--- config.mk ---
export PLATFORM = sky130hd
export DESIGN_NAME = vga_dither_out
export DESIGN_NICKNAME = d
export VERILOG_FILES = /design/src/rtl/vga_dither_out.sv
export SDC_FILE = /design/constraint.sdc
export NUM_CORES = 1
export LEC_CHECK = 0
export BUFFER_PORTS_ARGS = -buffer_cell sky130_fd_sc_hd__buf_4
export CELL_PAD_IN_SITES_DETAIL_PLACEMENT = 1
export CELL_PAD_IN_SITES_GLOBAL_PLACEMENT = 2
export CORE_MARGIN = 10
export CORE_UTILIZATION = 34
export CTS_BUF_LIST = sky130_fd_sc_hd__clkbuf_8
export CTS_CLUSTER_SIZE = 14
export DETAILED_ROUTE_END_ITERATION = 12
export MAX_ROUTING_LAYER = met4
export PLACE_DENSITY_LB_ADDON = 0.3
export SETUP_SLACK_MARGIN = 0.05
export SLEW_MARGIN = 10
export SYNTH_ARGS = -nofsm -noshare
export SYNTH_HDL_FRONTEND = slang
export SYNTH_HIERARCHICAL = 1
export SYNTH_SLANG_ARGS = --single-unit
--- constraint.sdc ---
create_clock -name clk -period 3.7 [get_ports clk]
set_input_delay 0.555 -clock clk [delete_from_list [all_inputs] [get_ports clk]]
set_output_delay 0.555 -clock clk [all_outputs]
set_load 0.02 [all_outputs]
--- src/rtl/vga_dither_out.sv ---
// vga_dither_out -- VGA raster timing and 12-bit DAC output stage for a
// 24-bit dithered pixel stream.
//
// The raster counters are published to the upstream pixel/dither path as
// hc_req/vc_req. That path returns the matching pixel PIPE_LAT pix_ce ticks
// later, so the raw active/hsync/vsync flags are delayed by the same number
// of ticks. This keeps colour and sync aligned at the registered DAC outputs.
//
// Ports:
//   clk, rst_n        clock, asynchronous active-low reset
//   pix_ce            pixel clock enable; nothing advances without it
//   pixel_in[23:0]    {R,G,B} bytes from upstream, PIPE_LAT ticks behind hc/vc_req
//   hc_req, vc_req    raster coordinate requested from upstream
//   req_active        requested coordinate lies in the visible area
//   frame_start       one-clock pulse on the tick that presents (0,0)
//   vga_hs, vga_vs    syncs, active level SYNC_POL
//   vga_r/g/b[3:0]    colour nibbles, forced to 0 outside the visible area

// One DAC channel: registers the top nibble of its byte, or 0 when blanked.
module vga_dac_chan (
    input  logic       clk,
    input  logic       rst_n,
    input  logic       ce,
    input  logic       active,
    input  logic [3:0] msn,
    output logic [3:0] nib
);
    always_ff @(posedge clk or negedge rst_n) begin
        if (!rst_n)
            nib <= '0;
        else if (ce)
            nib <= active ? msn : 4'h0;
    end
endmodule

module vga_dither_out #(
    parameter int H_ACTIVE = 1024,
    parameter int H_FP     = 24,
    parameter int H_SYNC   = 136,
    parameter int H_BP     = 160,
    parameter int V_ACTIVE = 768,
    parameter int V_FP     = 3,
    parameter int V_SYNC   = 6,
    parameter int V_BP     = 29,
    parameter bit SYNC_POL = 1'b0,
    parameter int PIPE_LAT = 2
) (
    input  logic        clk,
    input  logic        rst_n,
    input  logic        pix_ce,
    input  logic [23:0] pixel_in,
    output logic [10:0] hc_req,
    output logic [9:0]  vc_req,
    output logic        req_active,
    output logic        frame_start,
    output logic        vga_hs,
    output logic        vga_vs,
    output logic [3:0]  vga_r,
    output logic [3:0]  vga_g,
    output logic [3:0]  vga_b
);
    localparam int H_TOT = H_ACTIVE + H_FP + H_SYNC + H_BP;
    localparam int V_TOT = V_ACTIVE + V_FP + V_SYNC + V_BP;

    localparam logic [10:0] H_LAST = 11'(H_TOT - 1);
    localparam logic [10:0] H_ACT  = 11'(H_ACTIVE);
    localparam logic [10:0] HS_BEG = 11'(H_ACTIVE + H_FP);
    localparam logic [10:0] HS_END = 11'(H_ACTIVE + H_FP + H_SYNC);
    localparam logic [9:0]  V_LAST = 10'(V_TOT - 1);
    localparam logic [9:0]  V_ACT  = 10'(V_ACTIVE);
    localparam logic [9:0]  VS_BEG = 10'(V_ACTIVE + V_FP);
    localparam logic [9:0]  VS_END = 10'(V_ACTIVE + V_FP + V_SYNC);

    // Timing flags are carried active-high internally; all-zero means
    // blank with both syncs inactive, which is also the reset value.
    typedef struct packed {
        logic act;
        logic hs;
        logic vs;
    } tmg_t;

    logic [10:0] hc;
    logic [9:0]  vc;
    tmg_t        raw_t;
    tmg_t        dly_t;

    // Raster counters.
    always_ff @(posedge clk or negedge rst_n) begin
        if (!rst_n) begin
            hc <= '0;
            vc <= '0;
        end else if (pix_ce) begin
            if (hc == H_LAST) begin
                hc <= '0;
                vc <= (vc == V_LAST) ? 10'd0 : vc + 10'd1;
            end else begin
                hc <= hc + 11'd1;
            end
        end
    end

    // The counters sit at (0,0) after reset, so this pulse also covers the
    // first tick after reset release.
    always_ff @(posedge clk or negedge rst_n) begin
        if (!rst_n)
            frame_start <= 1'b0;
        else
            frame_start <= pix_ce && (hc == '0) && (vc == '0);
    end

    assign hc_req     = hc;
    assign vc_req     = vc;
    assign req_active = raw_t.act;

    assign raw_t.act = (hc < H_ACT) && (vc < V_ACT);
    assign raw_t.hs  = (hc >= HS_BEG) && (hc < HS_END);
    assign raw_t.vs  = (vc >= VS_BEG) && (vc < VS_END);

    // Delay line that matches the upstream latency, clocked by pix_ce ticks.
    generate
        if (PIPE_LAT == 0) begin : g_nodly
            assign dly_t = raw_t;
        end else begin : g_dly
            tmg_t [PIPE_LAT-1:0] dly_pipe;

            always_ff @(posedge clk or negedge rst_n) begin
                if (!rst_n) begin
                    dly_pipe <= '0;
                end else if (pix_ce) begin
                    dly_pipe[0] <= raw_t;
                    for (int i = 1; i < PIPE_LAT; i++)
                        dly_pipe[i] <= dly_pipe[i-1];
                end
            end

            assign dly_t = dly_pipe[PIPE_LAT-1];
        end
    endgenerate

    // Sync outputs, registered in the same stage as the colour nibbles.
    always_ff @(posedge clk or negedge rst_n) begin
        if (!rst_n) begin
            vga_hs <= ~SYNC_POL;
            vga_vs <= ~SYNC_POL;
        end else if (pix_ce) begin
            vga_hs <= dly_t.hs ? SYNC_POL : ~SYNC_POL;
            vga_vs <= dly_t.vs ? SYNC_POL : ~SYNC_POL;
        end
    end

    // Colour channels. Index 2/1/0 = R/G/B, and each channel takes the top
    // nibble of its byte verbatim.
    logic [2:0][3:0] chan_msn;
    logic [2:0][3:0] chan_nib;

    assign chan_msn = {pixel_in[23:20], pixel_in[15:12], pixel_in[7:4]};

    generate
        for (genvar c = 0; c < 3; c++) begin : g_chan
            vga_dac_chan u_chan (
                .clk    (clk),
                .rst_n  (rst_n),
                .ce     (pix_ce),
                .active (dly_t.act),
                .msn    (chan_msn[c]),
                .nib    (chan_nib[c])
            );
        end
    endgenerate

    assign vga_r = chan_nib[2];
    assign vga_g = chan_nib[1];
    assign vga_b = chan_nib[0];
endmodule
==> reports/metrics.cfg <==
[setup_path]
cpPeakStageDelay_ps=650
worst_setup_path_start_kind=register
r2r-end=vc_req[8]
cpMaxStageDelayCell=nor4_1
reg2reg_from=vc_req[6]
cp_top_family=simple AND/OR/NAND/NOR gates
crit_arrival_ps=2230
worst-path-max-fanout=8
rr_worst_depth=4
r2r_slack_ps=1630
critPathRequiredTime_ps=3860
critPathKind=reg -> reg
crit_chain=nor4_1 -> nand3_1 -> a21oi_1 -> a21boi_0
critPathCaptureType=register
cp_num_buf_inv=0

[cts]
cts_buffers=5
h-tree-depth=2
cts_tree=done
cts_resized=0
cts_hold_buf=0
postCtsSetupRepairBufs=0
clk_pin_slew_ps=80
cts_root_buf=clkbuf_8
clkSinkCount=42
clk_path_buf_depth=2
clk_latency_ps=290

[placement]
dp.final_hpwl_um=3950
place_area_um2=2510
gp_congestion=0.794
dp_slack_ps=1560
io_buffers=51
dp_cells=323

[route]
drt-vias-per-instance=5.18
wl_per_cell_um=16.9
dr.pass1.iters=4
wl_um=5610
antenna_left=0
vias=1713
drtIter0Drc=74
drcViolationCount=0

[sta]
final.min_clock_period_ps=2070
worst_pin_slew_ps=686
slew_viol_final=0
fin_skew_ps=6.46
finalSetupViolCount=0
setup_slack_ps=1630
hold_viol_final=0
rsz0062_at_grt=no
max_freq_mhz=484
slew_headroom=0.539
fin_setup_tns_ps=0
fin_crit_sh=0.559

[synthesis]
ys.flop_type=dfrtp_1
synth-edff-count=0
syn-num-nets=234
postSynthAreaPerCell_um2=10.2
synth_common_cells=40 x dfrtp_1, 24 x nand3_1, 24 x o21ai_0
synthDistinctLibCells=36
synthesis.instances=201
yosysWarningCount=6
yosys.area.top_type_share=0.488
ys_seq_area_frac=0.514
synthArstFlopShare=1.00
ys_seq_elements=42
yosysMostFrequentCell=dfrtp_1
synthesis.area_um2=2050
synth_area_leaders=dfrtp_1 49%, nand3_1 5.9%, o21ai_0 5.9%
synth_top_area_cell=dfrtp_1

[power]
p_comb_frac=0.206
powerDensity_nw_per_um2=422
switching_share=0.319
ir_drop_mv=0.155
p_switching_uw=350
p_total_mw=1.10
p_seq_frac=0.515
power_frac_clock=0.279
leakage_nw=1.22
internal_power_uw=748

[finish]
final_cell_area_um2=2600
fillers=695
num_antenna_cells=0
fin_cells=331
layout-drive-gt1-share=0.281
nets=288
syn2layout_area_growth_pct=26.9

[global_route]
met1_usage=0.168
grt_pass1_wl_um=9490
grt_max_degree=43
top_usage_layer=met2
groute.layer.met2.usage=0.173
grt_overflow=0
grtUsageTotal=0.122
grt.met3_usage=0.0299
antenna_found_initial=0
grt_pass1_vias=1775

[floorplanning]
core_um2=5890
initial_core_util=0.348
ios=64
rows=28
die_h_um=97.6
die-area_um2=9530
die_w_um=97.6

[status]
outcome=finished clean

[worst_hold_path]
hp-class=in -> async

[job]
drv_cap=0

[final cells by class]
cell class	instances	area [µm²]	share of cell area
clock inverter	2	8.76	0.00337
sequential	42	1050	0.405
tap	75	93.8	0.0361
multi-input combinational	133	896	0.345
inverter	22	82.6	0.0318
timing repair buffer	51	383	0.147
clock buffer	6	82.6	0.0318
[stage by stage]
stage / util / hold WS (ps)
2_1_floorplan: - / 259
3_3_place_gp: 0.426 / 407
3_5_place_dp: 0.426 / 413
4_1_cts: 0.442 / 259
5_1_grt: 0.442 / 263
6_report: 0.442 / 240
[power groups by stage]
stage / Combinational (mW) / Sequential (mW) / Clock (mW)
floorplan: 0.0722 / 0.606 / 0
global placement: 0.228 / 0.576 / 0
detailed placement: 0.232 / 0.574 / 0
CTS: 0.232 / 0.566 / 0.322
global route: 0.251 / 0.577 / 0.343
finish: 0.226 / 0.566 / 0.306
[worst max-delay path by stage]
stage,from,to,slack (ps),cells after the start
6_report,vc_req[6],vc_req[8],1630,4
5_1_grt,vc_req[6],vc_req[8],1410,4
4_1_cts,vc_req[6],vc_req[8],1640,4
3_5_place_dp,pix_ce,vc_req[5],1560,5
3_3_place_gp,pix_ce,vc_req[5],1590,5
2_1_floorplan,pix_ce,vc_req[5],1860,5
[per-layer routing]
| metal | vias up | part of all wire |
|---|---|---|
| li1 | 824 | - |
| met1 | 837 | 0.50 |
| met2 | 47 | 0.45 |
| met3 | 5 | 0.039 |
| met4 | 0 | 0.0087 |
| met5 | - | 0 |
[placed cells by master (no fill, tap or decap), types with 4 or more instances in the layout]
master,Yosys,final
buf_4,0,51
dfrtp_1,40,40
nand3_1,24,24
o21ai_0,24,24
inv_1,22,23
nand4_1,8,8
nand2_1,8,8
a21oi_1,7,7
nor4_1,6,6
xnor2_1,6,6
mux2_2,6,6
ha_1,6,6
clkbuf_8,0,6
nor2_1,5,5
mux2i_1,4,4
[cell families after synthesis]
group,after synthesis,share of synthesized area
multiplexers,10,0.0525
buffers and inverters,26,0.0488
adder cells (fa/ha/maj),6,0.0366
AO/OA/AOI/OAI,41,0.112
flip-flops,42,0.514
XOR/XNOR,8,0.0342
AND/OR/NAND/NOR,68,0.201
[state kept, by name, indices dropped and copies added (netlist names)]
name / cells
g_chan.u_chan/nib: 12
hc_req: 11
vc_req: 10
dly_t: 3
g_dly.dly_pipe: 3
frame_start: 1
vga_hs: 1
vga_vs: 1
(Power assumes the default switching activity.)
